$ cat src/rtl/match_pkg.sv
// rtl/match_pkg.sv - shared state encoding, winner codes and score helpers for the match sequencer
//
// Contents:
//   state_t        : FSM state encoding (COUNTDOWN=0, FIGHT=1, PAUSED=2, ROUND_OVER=3, MATCH_OVER=4)
//   WIN_*          : 2-bit winner codes used by round_winner / match_winner
//   score_inc()    : saturating increment for 3-bit round scores
//   higher_score() : winner code for the higher of two scores, draw when equal

package match_pkg;

    typedef enum logic [2:0] {
        ST_COUNTDOWN  = 3'd0,
        ST_FIGHT      = 3'd1,
        ST_PAUSED     = 3'd2,
        ST_ROUND_OVER = 3'd3,
        ST_MATCH_OVER = 3'd4
    } state_t;

    localparam logic [1:0] WIN_NONE = 2'b00;
    localparam logic [1:0] WIN_P1   = 2'b01;
    localparam logic [1:0] WIN_P2   = 2'b10;
    localparam logic [1:0] WIN_DRAW = 2'b11;

    localparam logic [2:0] SCORE_MAX = 3'd7;

    // Scores stop at 7 rather than wrapping back to 0.
    function automatic logic [2:0] score_inc(input logic [2:0] s);
        return (s == SCORE_MAX) ? s : s + 3'd1;
    endfunction

    function automatic logic [1:0] higher_score(input logic [2:0] a, input logic [2:0] b);
        if (a > b)
            return WIN_P1;
        else if (b > a)
            return WIN_P2;
        else
            return WIN_DRAW;
    endfunction

endpackage

$ cat src/rtl/hold_detector.sv
// rtl/hold_detector.sv - synchronised, tick-counted "button held" detector
//
// Ports:
//   i_clk, i_reset : system clock, asynchronous active-high reset
//   i_tick         : game-rate strobe; the hold counter advances only on it
//   i_raw          : raw asynchronous button/switch level
//   i_clear        : restart the count and ignore the input until it is released
//   o_held         : high while the counter sits at HOLD_TICKS

module hold_detector #(
    parameter int HOLD_TICKS = 40
) (
    input  logic i_clk,
    input  logic i_reset,
    input  logic i_tick,
    input  logic i_raw,
    input  logic i_clear,
    output logic o_held
);

    localparam int CNT_W = $clog2(HOLD_TICKS + 1);
    localparam logic [CNT_W-1:0] HOLD_MAX = CNT_W'(HOLD_TICKS);

    logic             r_sync_1;
    logic             r_sync_2;
    logic             r_blocked;
    logic [CNT_W-1:0] r_count;

    always_ff @(posedge i_clk or posedge i_reset) begin
        if (i_reset) begin
            r_sync_1  <= 1'b0;
            r_sync_2  <= 1'b0;
            r_blocked <= 1'b0;
            r_count   <= '0;
        end else begin
            r_sync_1 <= i_raw;
            r_sync_2 <= r_sync_1;
            if (i_clear) begin
                // After an action fires, the same continuous press must not
                // fire it again: stay blocked until the input is seen low.
                r_count   <= '0;
                r_blocked <= 1'b1;
            end else if (!r_sync_2) begin
                r_count   <= '0;
                r_blocked <= 1'b0;
            end else if (i_tick && !r_blocked && (r_count != HOLD_MAX)) begin
                r_count <= r_count + 1'b1;
            end
        end
    end

    assign o_held = (r_count == HOLD_MAX);

endmodule

$ cat src/rtl/match_controller.sv
// rtl/match_controller.sv - best-of-N match sequencer: countdown, fight, pause, round-over, match-over
//
// Ports:
//   i_clk, i_reset            : system clock, asynchronous active-high reset
//   i_tick                    : one-cycle game-rate strobe
//   i_health_1, i_health_2    : player health, 0 = knocked out
//   i_confirm_btn             : held in MATCH_OVER to start a new match
//   i_pause_btn               : rising edge toggles pause during a fight
//   i_force_reset             : held in any state to restart the match
//   o_state                   : current state (match_pkg encoding)
//   o_play_enable             : high only while fighting
//   o_round_reset             : one-cycle pulse on the first COUNTDOWN cycle of a new round
//   o_round_winner            : winner of the last round (WIN_* code)
//   o_match_winner            : match result, non-zero only in MATCH_OVER
//   o_score_1, o_score_2      : rounds won per player
//   o_countdown               : ticks left before the fight starts

module match_controller
    import match_pkg::*;
#(
    parameter int HP_W            = 9,
    parameter int ROUNDS_TO_WIN   = 2,
    parameter int MAX_ROUNDS      = 5,
    parameter int COUNTDOWN_TICKS = 60,
    parameter int GAP_TICKS       = 40,
    parameter int HOLD_TICKS      = 40,
    localparam int CD_W           = $clog2(COUNTDOWN_TICKS + 1)
) (
    input  logic            i_clk,
    input  logic            i_reset,
    input  logic            i_tick,
    input  logic [HP_W-1:0] i_health_1,
    input  logic [HP_W-1:0] i_health_2,
    input  logic            i_confirm_btn,
    input  logic            i_pause_btn,
    input  logic            i_force_reset,
    output logic [2:0]      o_state,
    output logic            o_play_enable,
    output logic            o_round_reset,
    output logic [1:0]      o_round_winner,
    output logic [1:0]      o_match_winner,
    output logic [2:0]      o_score_1,
    output logic [2:0]      o_score_2,
    output logic [CD_W-1:0] o_countdown
);

    localparam int GAP_W = $clog2(GAP_TICKS + 1);
    localparam int RC_W  = $clog2(MAX_ROUNDS + 1);

    localparam logic [CD_W-1:0]  CD_RELOAD = CD_W'(COUNTDOWN_TICKS);
    localparam logic [CD_W-1:0]  CD_ONE    = CD_W'(1);
    localparam logic [GAP_W-1:0] GAP_LAST  = GAP_W'(GAP_TICKS - 1);
    localparam logic [RC_W-1:0]  RC_MAX    = RC_W'(MAX_ROUNDS);
    localparam logic [2:0]       RTW       = 3'(ROUNDS_TO_WIN);

    state_t           r_state;
    logic [CD_W-1:0]  r_countdown;
    logic [GAP_W-1:0] r_gap;
    logic [RC_W-1:0]  r_round_cnt;
    logic [2:0]       r_score_1;
    logic [2:0]       r_score_2;
    logic [1:0]       r_round_winner;
    logic [1:0]       r_match_winner;
    logic             r_play_enable;
    logic             r_round_reset;

    logic r_pause_s1;
    logic r_pause_s2;
    logic r_pause_prev;

    logic w_pause_edge;
    logic w_confirm_held;
    logic w_force_held;
    logic w_new_match;
    logic w_ko_1;
    logic w_ko_2;
    logic w_match_decided;

    // Both detectors are cleared on any restart so a single press can
    // never trigger two back-to-back new matches.
    hold_detector #(.HOLD_TICKS(HOLD_TICKS)) u_confirm_hold (
        .i_clk   (i_clk),
        .i_reset (i_reset),
        .i_tick  (i_tick),
        .i_raw   (i_confirm_btn),
        .i_clear (w_new_match),
        .o_held  (w_confirm_held)
    );

    hold_detector #(.HOLD_TICKS(HOLD_TICKS)) u_force_hold (
        .i_clk   (i_clk),
        .i_reset (i_reset),
        .i_tick  (i_tick),
        .i_raw   (i_force_reset),
        .i_clear (w_new_match),
        .o_held  (w_force_held)
    );

    always_ff @(posedge i_clk or posedge i_reset) begin
        if (i_reset) begin
            r_pause_s1   <= 1'b0;
            r_pause_s2   <= 1'b0;
            r_pause_prev <= 1'b0;
        end else begin
            r_pause_s1   <= i_pause_btn;
            r_pause_s2   <= r_pause_s1;
            r_pause_prev <= r_pause_s2;
        end
    end

    assign w_pause_edge    = r_pause_s2 & ~r_pause_prev;
    assign w_new_match     = w_force_held | ((r_state == ST_MATCH_OVER) & w_confirm_held);
    assign w_ko_1          = (i_health_1 == '0);
    assign w_ko_2          = (i_health_2 == '0);
    assign w_match_decided = (r_score_1 >= RTW) | (r_score_2 >= RTW) | (r_round_cnt >= RC_MAX);

    always_ff @(posedge i_clk or posedge i_reset) begin
        if (i_reset) begin
            r_state        <= ST_COUNTDOWN;
            r_countdown    <= CD_RELOAD;
            r_gap          <= '0;
            r_round_cnt    <= '0;
            r_score_1      <= 3'd0;
            r_score_2      <= 3'd0;
            r_round_winner <= WIN_NONE;
            r_match_winner <= WIN_NONE;
            r_play_enable  <= 1'b0;
            r_round_reset  <= 1'b0;
        end else begin
            r_round_reset <= 1'b0;
            if (w_new_match) begin
                r_state        <= ST_COUNTDOWN;
                r_countdown    <= CD_RELOAD;
                r_gap          <= '0;
                r_round_cnt    <= '0;
                r_score_1      <= 3'd0;
                r_score_2      <= 3'd0;
                r_round_winner <= WIN_NONE;
                r_match_winner <= WIN_NONE;
                r_play_enable  <= 1'b0;
                r_round_reset  <= 1'b1;
            end else begin
                case (r_state)
                    ST_COUNTDOWN: begin
                        if (i_tick) begin
                            if (r_countdown <= CD_ONE) begin
                                r_state       <= ST_FIGHT;
                                r_countdown   <= '0;
                                r_play_enable <= 1'b1;
                            end else begin
                                r_countdown <= r_countdown - 1'b1;
                            end
                        end
                    end

                    ST_FIGHT: begin
                        // A knockout takes priority over a pause edge in the same cycle.
                        if (w_ko_1 || w_ko_2) begin
                            r_state       <= ST_ROUND_OVER;
                            r_play_enable <= 1'b0;
                            r_gap         <= '0;
                            r_round_cnt   <= r_round_cnt + 1'b1;
                            if (w_ko_1 && w_ko_2) begin
                                r_round_winner <= WIN_DRAW;
                            end else if (w_ko_2) begin
                                r_round_winner <= WIN_P1;
                                r_score_1      <= score_inc(r_score_1);
                            end else begin
                                r_round_winner <= WIN_P2;
                                r_score_2      <= score_inc(r_score_2);
                            end
                        end else if (w_pause_edge) begin
                            r_state       <= ST_PAUSED;
                            r_play_enable <= 1'b0;
                        end
                    end

                    ST_PAUSED: begin
                        if (w_pause_edge) begin
                            r_state       <= ST_FIGHT;
                            r_play_enable <= 1'b1;
                        end
                    end

                    ST_ROUND_OVER: begin
                        if (i_tick) begin
                            if (r_gap == GAP_LAST) begin
                                r_gap <= '0;
                                if (w_match_decided) begin
                                    r_state        <= ST_MATCH_OVER;
                                    r_match_winner <= higher_score(r_score_1, r_score_2);
                                end else begin
                                    r_state        <= ST_COUNTDOWN;
                                    r_countdown    <= CD_RELOAD;
                                    r_round_winner <= WIN_NONE;
                                    r_round_reset  <= 1'b1;
                                end
                            end else begin
                                r_gap <= r_gap + 1'b1;
                            end
                        end
                    end

                    ST_MATCH_OVER: begin
                        // Leaves only through w_new_match.
                    end

                    default: begin
                        r_state       <= ST_COUNTDOWN;
                        r_countdown   <= CD_RELOAD;
                        r_play_enable <= 1'b0;
                    end
                endcase
            end
        end
    end

    assign o_state        = r_state;
    assign o_play_enable  = r_play_enable;
    assign o_round_reset  = r_round_reset;
    assign o_round_winner = r_round_winner;
    assign o_match_winner = r_match_winner;
    assign o_score_1      = r_score_1;
    assign o_score_2      = r_score_2;
    assign o_countdown    = r_countdown;

endmodule

$ cat config.mk
export PLATFORM = sky130hd
export DESIGN_NAME = match_controller
export DESIGN_NICKNAME = d
export VERILOG_FILES = /design/src/rtl/match_pkg.sv /design/src/rtl/hold_detector.sv /design/src/rtl/match_controller.sv
export SDC_FILE = /design/constraint.sdc
export NUM_CORES = 1
export LEC_CHECK = 0
export ABC_AREA = 1
export ABC_CLOCK_PERIOD_IN_PS = 3000
export CORE_MARGIN = 4
export CORE_UTILIZATION = 40
export DETAILED_ROUTE_END_ITERATION = 12
export GPL_TIMING_DRIVEN = 0
export PLACE_DENSITY = 0.68
export SLEW_MARGIN = 20
export SYNTH_ARGS = -nofsm -noshare
export SYNTH_HDL_FRONTEND = slang
export SYNTH_SLANG_ARGS = --single-unit
$ cat constraint.sdc
create_clock -name i_clk -period 3 [get_ports i_clk]
set_input_delay 0.9 -clock i_clk [delete_from_list [all_inputs] [get_ports i_clk]]
set_output_delay 0.9 -clock i_clk [all_outputs]
set_load 0.01 [all_outputs]
Yosys cells after proc, flatten, opt, wreduce, memory -nomap -nowiden
Index checks and enable logic that the tools add are counted.
W data, S select, Z words.
- bitwise logic cells: 6
- $add $sub $neg: 7
- reductions and logical operators: 30
- multiplexer cells: 74
- equality and inequality tests: 30
- $lt $le $gt $ge: 6
- operators with widths (kind ; number):
    $mux W6 ; 16
    $mux W3 ; 24
    $mux W2 ; 13
    $reduce_and A5 Y1 ; 5
    $ne A3 B2 Y1 const B ; 8
    $add A6 B1 Y6 const B ; 3
    $eq A6 B6 Y1 const B ; 3
    $logic_not A9 Y1 ; 2
    $pmux W6 S3 ; 1
    $mux W1 ; 16
    $ne A2 B1 Y1 const B ; 8
    $pmux W3 S5 ; 1
    $reduce_bool A2 Y1 ; 7
    $ne A6 B6 Y1 const B ; 2
    $pmux W6 S2 ; 1
    $add A3 B1 Y3 const B ; 3
    $eq A3 B3 Y1 const B ; 3
    $reduce_and A7 Y1 ; 1
    $eq A3 B2 Y1 const B ; 2
    $ge A3 B2 Y1 const B ; 2
    $gt A3 B3 Y1 ; 2
    $le A6 B1 Y1 const B ; 1
    $sub A6 B1 Y6 const B ; 1
    $logic_and A1 B1 Y1 ; 5
    19 further kinds ; 23
- output and inout bits: 21
- logic and storage cells: 174
- input port bits: 24
- register bits after elaboration: 51

Logic depth before layout (Yosys ltp)
- word-level depth: 8
- mapped depth: 12
- gate-level depth less buffers: 12

By module
From an unflattened synthesis, not the netlist that was laid out.
- cell total of the unflattened synthesis: 415
- area total of the unflattened synthesis: 3175.5 µm²
- by module, submodules not included (module ; cells an instance ; sequential area each (µm²) ; area an instance (µm²) ; times used):
    match_controller ; 279 ; 830.8 ; 2142.1 ; 1
    hold_detector ; 68 ; 225.2 ; 516.7 ; 2

Worst setup path after synthesis
No wires, ideal clock.
- path type: input-to-reg
- start: input port i_health_2[3]
- end: register r_score_1[0], in the netlist o_score_1[0]
- stages: 8
- data arrival time: 1.714 ns
- setup time: 0.123 ns
- buffers on the path: 0
- setup slack: 1.162 ns
- required time: 2.877 ns
- cells stage by stage: nor2_1 -> nand2_1 -> nor2_1 -> nand2_1 -> nor2_1 -> nand2_1 -> o21ai_0 -> a21oi_1
- longest elaborated chain between the ends: 4
- elaborated cells on any way between the ends: 7
- classes of those cells: eq/ne: 1; reduce/logical: 6
- ends and longest elaborated chain (element ; RTL line ; RTL):
    from (decl) ; match_controller.sv:33 ; input logic [HP_W-1:0] i_health_2,
    $logic_not A9 Y1 (*) ; match_controller.sv:114 ; assign w_ko_2 = (i_health_2 == '0);
    $logic_and A1 B1 Y1 or $logic_or A1 B1 Y1 (tied branches) ; match_controller.sv:163, match_controller.sv:158 ;
    $ne A2 B1 Y1 (no line) or $reduce_bool A2 Y1 (tied branches) ; - ;
    $reduce_and A5 Y1 (no line) (*) ; - ;
    to (signal assigned) ; match_controller.sv:167 ; r_score_1 <= score_inc(r_score_1);
    to (decl) ; match_controller.sv:60 ; logic [2:0] r_score_1;
Every way passes the cells marked *; elsewhere a longest branch is shown, timed or not.
A chain may end at the register's enable or synchronous reset.

Final worst setup path
- start: register r_countdown[4], in the netlist o_countdown[4]
- end: output port o_countdown[4]
- RTL lines (element ; RTL line ; RTL):
    from (decl) ; match_controller.sv:57 ; logic [CD_W-1:0] r_countdown;
    from (signal assigned) ; match_controller.sv:151 ; r_countdown <= r_countdown - 1'b1;
    to (decl) ; match_controller.sv:44 ; output logic [CD_W-1:0] o_countdown
No word-level cell between the ends.

==> flow_metrics.env <==
export IMPL_hold_end="r_pause_s2"
export IMPL_syn_area_per_cell_um2=7.492
export IMPL_insertedDiodeCount=0
export IMPL_clock_latency_ns=0.32
export IMPL_crit_buf_inv=1
export IMPL_drtIter0Drc=119
export IMPL_syn_area_um2=3079
export IMPL_clk_path_buf_depth=2
export IMPL_tightestPinTransition_ns=0.4964
export IMPL_slew_headroom=0.6686
export IMPL_clkSinkCount=51
export IMPL_n_fill_cell=739
export IMPL_cts_root_buffer="clkbuf_8"
export IMPL_drt_vias_per_instance=4.892
export IMPL_final_area_um2=3755
export IMPL_ys_flop_type="dfrtp_1"
export IMPL_post_cts_buffers=0
export IMPL_routed_wl_um=6810
export IMPL_htreeDepth=2
export IMPL_grtUsageTotal=0.1594
export IMPL_fin_crit_ns=2.348
export IMPL_critPathLaunchType="flop"
export IMPL_syn_num_nets=453
export IMPL_grt_antenna_before_repair=0
export IMPL_chipWidth_um=95.74
export IMPL_finalCritPeriodShare=0.7826
export IMPL_cts_tree="done"
export IMPL_postRouteAntennaNets=0
export IMPL_vias=2754
export IMPL_post_drt_wl_per_cell_um=12.10
export IMPL_grt_max_degree=30
export IMPL_yosys_top_cells_count="108 x nand2_1, 55 x nor2_1, 52 x inv_1, 47 x dfrtp_1, 32 x nand3_1"
export IMPL_yosysUniqueCellTypes=29
export IMPL_place_ws_ns=0.5374
export IMPL_worst_path_max_delay_cell="dfstp_2"
export IMPL_ys_seq_elements=51
export IMPL_reg2reg_depth=10
export IMPL_core_um2=7370
export IMPL_cts_resized=0
export IMPL_cap_violations=0
export IMPL_seq_area_frac_synth=0.4161
export IMPL_r2r_end="o_state[1]"
export IMPL_io_pins=45
export IMPL_hold_path_class="reg -> reg"
export IMPL_port_buffers=44
export IMPL_grt_setup_unrepaired="no"
export IMPL_dieHeight_um=95.74
export IMPL_hold_violations=0
export IMPL_yosysTopAreaCell="dfrtp_1"
export IMPL_cp_arrival_ns=1.45
export IMPL_power_density_nw_per_um2=319.2
export IMPL_r2r_start="u_force_hold.r_count[0]"
export IMPL_first_pass_iters=4
export IMPL_start_util=0.4178
export IMPL_drc=0
export IMPL_drive_gt1_frac=0.08621
export IMPL_rows=31
export IMPL_crit_type="reg -> out"
export IMPL_cts_buffers=5
export IMPL_p_leak_nw=1.834
export IMPL_area_growth_pct=21.94
export IMPL_dieArea_um2=9166
export IMPL_yosysWarnings=0
export IMPL_skew_ns=0.007364
export IMPL_path_max_fanout=6
export IMPL_dpl_hpwl_um=5362
export IMPL_min_from="r_pause_s1"
export IMPL_status="finished clean"
export IMPL_finalMaxSlewViolations=0
export IMPL_place_congestion=0.8938
export IMPL_whs_path_depth=0
export IMPL_postPlaceCellArea_um2=3664
export IMPL_crit_required_ns=2.10
export IMPL_grt_pass1_wl_um=11620
export IMPL_final_nets=505
export IMPL_whs_ns=0.3597
export IMPL_async_reset_ff_frac=1.000
export IMPL_rrSetupSlack_ns=1.06
export IMPL_finalSetupViolCount=0
export IMPL_cp_end_kind="output port"
export IMPL_peakVddDrop_uv=206.6
export IMPL_netlist_top_cells_area="dfrtp_1 38%, nand2_1 13%, ha_1 7.3%, nor2_1 6.7%, inv_1 6.3%"
export IMPL_totalNegativeSetupSlack_ns=0
export IMPL_yosysMostFrequentCell="nand2_1"
export IMPL_power_w=0.001199
export IMPL_syn_inst=411
export IMPL_grt_pass1_vias=2679
export IMPL_critical_path_cell_chain="clkdlybuf4s50_1"
export IMPL_crit_path_max_incr_delay_ns=0.59
export IMPL_synth_top_area_share=0.3820
export IMPL_layout_setup_ws_ns=0.6521
export IMPL_grt_ovfl_total=0
export IMPL_fmax_mhz=425.9
export IMPL_synth_edf_count=0
export IMPL_ctsHoldBuffers=0
export IMPL_cts_reportedPaths_clkPinSlew_ns=0.10
export IMPL_crit_family="flip-flops"
how the worst max path moves through the flow:
stage | start | endpoint | slack [ns] | depth (start not counted)
after floorplan | i_reset | o_countdown[0] | 0.88 | 1
after global placement | i_reset | u_confirm_hold.r_count[0] | -0.15 | 2
after detailed placement | i_health_2[1] | o_score_1[0] | 0.54 | 9
after CTS | o_countdown[4] | o_countdown[4] | 0.64 | 1
after global routing | o_countdown[3] | o_countdown[3] | 0.60 | 1
final | o_countdown[4] | o_countdown[4] | 0.65 | 1
kinds of logic (layout without fill, tap and decap cells):
family                     Yosys count  count (layout)  share of synthesized area
buffers and inverters               56             109                    0.07273
adders and majority gates           18              18                    0.07314
DFF                                 51              51                     0.4161
AOI/OAI and AO/OA                   48              48                    0.08452
xor gates and xnor gates             6               6                    0.01707
and+or+nand+nor                    232             232                     0.3365
cell usage in the layout (no fill, tap or decap):
master             n
a211oi_1           2
a21oi_1           16
a21oi_4            1
and3_1             1
buf_12             1
buf_2              1
buf_4              1
buf_6              1
clkbuf_8           5
clkdlybuf4s50_1   44
clkinv_2           2
dfrtp_1           47
dfstp_2            4
ha_1              18
inv_1             51
inv_2              1
inv_6              2
nand2_1          108
nand2_2            3
nand2_4            3
nand3_1           32
nand3_2            4
nand3b_1           1
nand4_1            5
nor2_1            55
nor2_2             4
nor2_4             2
nor3_1            10
nor3_2             1
o21ai_0           28
o21ai_2            1
or2_2              3
xnor2_1            1
xor2_1             5
metal layers:
layer  track usage  share of wire
met5             0              0
met4       0.03791         0.0095
met3       0.03518          0.051
met2        0.2837           0.47
met1        0.1958           0.46
final cells by class:
cell class | instances | area [um^2] | share of cell area
tap | 99 | 123.9 | 0.03299
clock buffer | 5 | 68.82 | 0.01833
sequential | 51 | 1281 | 0.3412
timing repair buffer | 45 | 460.4 | 0.1226
clock inverter | 3 | 22.52 | 0.005998
multi-input combinational | 304 | 1574 | 0.4192
inverter | 53 | 200.2 | 0.05332
buffer | 3 | 23.77 | 0.006331
metrics by stage:
stage          std cells    util
3_5_place_dp         555  0.4971
3_3_place_gp         554  0.4944
6_report             563  0.5095
5_1_grt              563  0.5095
4_1_cts              563  0.5095
2_1_floorplan        411       -
report_power, final:
part	switching (W)	leakage (nW)	internal, W	total, W
clock	0.000247	0.0489	0.000169	0.000416
combinational	0.0000397	1.14	0.0000395	0.0000792
sequential	0.00000640	0.642	0.000697	0.000703
registers in the layout, indices dropped and copies added, names as in the netlist, 2 cells and up:
| register | count |
|---|---|
| o_score_2 | 3 |
| o_score_1 | 3 |
| u_force_hold.r_count | 6 |
| o_round_winner | 2 |
| r_gap | 6 |
| o_state | 3 |
| o_match_winner | 2 |
| r_round_cnt | 3 |
| u_confirm_hold.r_count | 6 |
| o_countdown | 6 |
Power figures use the tool's default switching activity.
==> RTL change 1: new RTL, config.mk and constraints unchanged <==
Set the parameter `COUNTDOWN_TICKS` to 120 (it was 60).
--- a/src/rtl/match_controller.sv
+++ b/src/rtl/match_controller.sv
@@ -21,7 +21,7 @@
     parameter int HP_W            = 9,
     parameter int ROUNDS_TO_WIN   = 2,
     parameter int MAX_ROUNDS      = 5,
-    parameter int COUNTDOWN_TICKS = 60,
+    parameter int COUNTDOWN_TICKS = 120,
     parameter int GAP_TICKS       = 40,
     parameter int HOLD_TICKS      = 40,
     localparam int CD_W           = $clog2(COUNTDOWN_TICKS + 1)
Ports: changed (resized o_countdown); port bits go from 45 to 46. No check against the original RTL was run, so the function may have changed too.
==> RTL change 1 against the original RTL <==
Count of clock-buffer cells in the layout did not move. Die area fell by 0.45%. Critical path type unchanged. Via count fell by 4.2%. Sequential power rose by 2%. Routed wire length fell by 6.1%. Synthesized area fell by 0.49%. Power rose by 1.9%. Setup slack improved by 0.0082 ns. Sequential cell count rose by 1. Combinational power rose by 9.8%. Final area barely moved. Global-route usage fell by 0.65 points. Critical endpoint is now o_countdown[3].
==> RTL change 1: results (changes against the original RTL) <==
stage	metric	value	unit	change
routing	drt first-iter violations	144		was 119
global_route	first-pass GRT wire length	11.2	mm	was 11.6 mm
place	GPL Wtd Cong	0.866		was 0.894
synth	Synth area leaders	dfrtp_1 (39%), nand2_1 (12%), ha_1 (6.5%), nor2_1 (5.4%), inv_1 (5.3%)		was dfrtp_1 (38%), nand2_1 (13%), ha_1 (7.3%), nor2_1 (6.7%), inv_1 (6.3%)
critical_path	CP Max Fanout	5		was 6
synth	Yosys cell types	37		was 29
synth	Synth Area per Inst	7.86	um^2	was 7.49 um^2
timing	Clock Skews	0.0195	ns	was 0.00736 ns
outcome	status	finished clean		unchanged
place	pre-CTS setup slack	0.429	ns	was 0.537 ns
routing	DRT Wirelength	6.39	mm	was 6.81 mm
timing	worst slew pin tran	0.460	ns	was 0.496 ns
routing	drt via density	4.86		was 4.89
power_and_ir_drop	LEAKAGE	1.75	nW	was 1.83 nW
synth	top cells by count, synth	nand2_1 (98), dfrtp_1 (48), nor2_1 (44), inv_1 (43), nand3_1 (27)		was nand2_1 (108), nor2_1 (55), inv_1 (52), dfrtp_1 (47), nand3_1 (32)
place	Inst Count DP	535		was 555
synth	Syn Nets	430		was 453
global_route	met1 usage	18.1	%	was 19.6%
place	Port Buf Inserts	45		was 44
power_and_ir_drop	worst ir drop on vdd	291	uV	was 207 uV
routing	Routed wire per std cell	11.8	um	was 12.1 um
finish	max reg flops	7		
place	HPWL Detailed	5.09	mm	was 5.36 mm
global_route	GR Util met3	2.76	%	was 3.52%
global_route	Total GRT Usage	15.3	%	was 15.9%
global_route	largest net degree at the start of global routing	33		was 30
RTL change 1: cell count changes in the layout (fill, tap and decap cells not counted), moves of 4 or more:
cell	change
nand3_1	-5
o21ai_1	+9
inv_1	-9
o21ai_0	-13
inv_2	+6
nor2_1	-11
xnor2_1	+4
nand2_1	-10
nand4_1	+9
RTL change 1: cell families after synthesis:
group | count (synthesis) | share of synthesized area [%]
buf+inv | 54 | 7.31
xor+xnor | 8 | 2.29
compound gates | 42 | 7.19
flops | 52 | 42.6
simple gates | 218 | 34.1
fa+ha+maj | 16 | 6.53
RTL change 1: power by group:
| group | switching (mW) | total (mW) | internal, mW | leakage (nW) |
|---|---|---|---|---|
| sequential | 0.00685 | 0.719 | 0.712 | 0.676 |
| combinational | 0.0427 | 0.0870 | 0.0443 | 1.03 |
| clock | 0.245 | 0.415 | 0.170 | 0.0423 |
RTL change 1: final timing paths:
kind | start | endpoint | slack [ns] | cells after the start
min | r_pause_s1 | r_pause_s2 | 0.36 | 0
max in group asynchronous | i_reset | o_score_1[0] | 1.57 | 3
max | o_countdown[3] | o_countdown[3] | 0.66 | 1
min in group asynchronous | i_reset | u_force_hold.r_count[1] | 0.90 | 2
min reg2reg | r_pause_s1 | r_pause_s2 | 0.36 | 0
max reg2reg | u_confirm_hold.r_count[0] | o_play_enable | 1.08 | 12
RTL change 1: layout make-up:
cell class                 count  area [um^2]  share of cell area, %
sequential                    52         1310                   34.8
clock buffer                   5         68.8                   1.83
tap                           99          124                   3.30
inverter                      49          184                   4.90
buffer                         5         40.0                   1.07
clock inverter                 3         26.3                  0.700
timing repair buffer          46          470                   12.5
multi-input combinational    284         1530                   40.9
RTL change 1: per-layer routing:
metal / share of wire, % / wire length, um
met5: 0 / 0
met4: 1.0 / 64
met3: 3.4 / 216
met2: 51 / 3270
met1: 45 / 2850
==> RTL change 2: new RTL, same flow settings <==
Made on the original files. Put one more register stage on the output `o_countdown`, cleared by the reset. The value now appears one clock later. The other outputs are not delayed to match.
--- a/src/rtl/match_controller.sv
+++ b/src/rtl/match_controller.sv
@@ -222,7 +222,13 @@
     assign o_match_winner = r_match_winner;
     assign o_score_1      = r_score_1;
     assign o_score_2      = r_score_2;
-    assign o_countdown    = r_countdown;
+    always_ff @(posedge i_clk or posedge i_reset) begin
+        if (i_reset) begin
+            o_countdown <= '0;
+        end else begin
+            o_countdown <= r_countdown;
+        end
+    end
 
 endmodule
 
Function: changed (a bounded check fails within 4 cycles, from zero or initial values and one cycle with i_reset high).
==> RTL change 2 against the original RTL <==
Die area is 7.7% higher. Largest power group is now clock. Final area is 11% higher. Power is 42% higher. Via count is 3.7% higher. Synthesized area is 8.4% higher. Sequential cell count is 6 higher. Largest cell class unchanged. Routed wire length is 9.1% higher. Sequential share of layout area is 0.26 points higher. Setup slack worse by 0.032 ns.
==> RTL change 2: results (changes against the original RTL) <==
stage	metric	value	unit	change
outcome	status	finished clean		unchanged
critical_path	reg2reg setup slack	1.10	ns	was 1.06 ns
critical_path	crit path from	o_state[1]		was o_countdown[4]
cts	CTS clock-pin slew for the worst setup and hold paths	0.06	ns	was 0.10 ns
power_and_ir_drop	clock group power	0.811	mW	was 0.416 mW
finish	nets	514		was 505
place	Inst Count DP	567		was 555
synth	Synth area leaders	dfrtp_1 (40%), nand2_1 (10%), ha_1 (6.4%), nand3_1 (6.1%), inv_1 (6.0%)		was dfrtp_1 (38%), nand2_1 (13%), ha_1 (7.3%), nor2_1 (6.7%), inv_1 (6.3%)
power_and_ir_drop	switching share of power	21.2	%	was 24.5%
critical_path	Slowest-stage cell, CP	clkdlybuf4s50_1		was dfstp_2
global_route	first-pass GRT wire length	13.3	mm	was 11.6 mm
critical_path	CP Max Fanout	8		was 6
finish	layout cells sized above 1	11.1	%	was 8.62%
routing	drt via density	4.90		was 4.89
power_and_ir_drop	LEAKAGE	2.02	nW	was 1.83 nW
routing	drt first-iter violations	113		was 119
global_route	Total GRT Usage	16.5	%	was 15.9%
power_and_ir_drop	P_seq	0.793	mW	was 0.703 mW
critical_path	r2r worst-path depth	11		was 10
place	HPWL Detailed	5.52	mm	was 5.36 mm
timing	Rel. slew slack	74.7	%	was 66.9%
min_path	hold path endpoint	u_force_hold.r_sync_2		was r_pause_s2
global_route	largest net degree at the start of global routing	58		was 30
critical_path	crit path to	o_state[1]		was o_countdown[4]
min_path	min-delay src	u_force_hold.r_sync_1		was r_pause_s1
critical_path	reg2reg end	u_confirm_hold.r_count[4]		was o_state[1]
timing	WHS	0.357	ns	was 0.360 ns
synth	post-synthesis sequential area ratio	42.9	%	was 41.6%
==> RTL change 2: final cells by class <==
| class | count | share of cell area [%] |
|---|---|---|
| sequential | 57 | 34.4 |
| multi-input combinational | 301 | 39.5 |
| tap | 105 | 3.16 |
| clock inverter | 3 | 1.56 |
| buffer | 5 | 1.38 |
| clock buffer | 13 | 3.82 |
| inverter | 54 | 4.93 |
| timing repair buffer | 45 | 11.2 |
==> RTL change 2: kinds of logic after synthesis <==
| group | Yosys count | share of synthesized area [%] |
|---|---|---|
| AO/OA/AOI/OAI | 47 | 7.69 |
| AND/OR/NAND/NOR | 228 | 32.9 |
| flip-flops | 57 | 42.9 |
| XOR/XNOR | 9 | 2.36 |
| adder cells (fa/ha/maj) | 17 | 6.37 |
| buffers and inverters | 59 | 7.80 |
==> RTL change 2: metal layers <==
layer	wire length (um)	part of all wire, %	vias up	global-route usage [%]
met3	202	2.7	11	3.44
met1	3370	45	1344	21.0
met5	0	0	-	0
li1	-	-	1461	-
met2	3770	51	39	28.3
met4	92	1.2	0	4.52
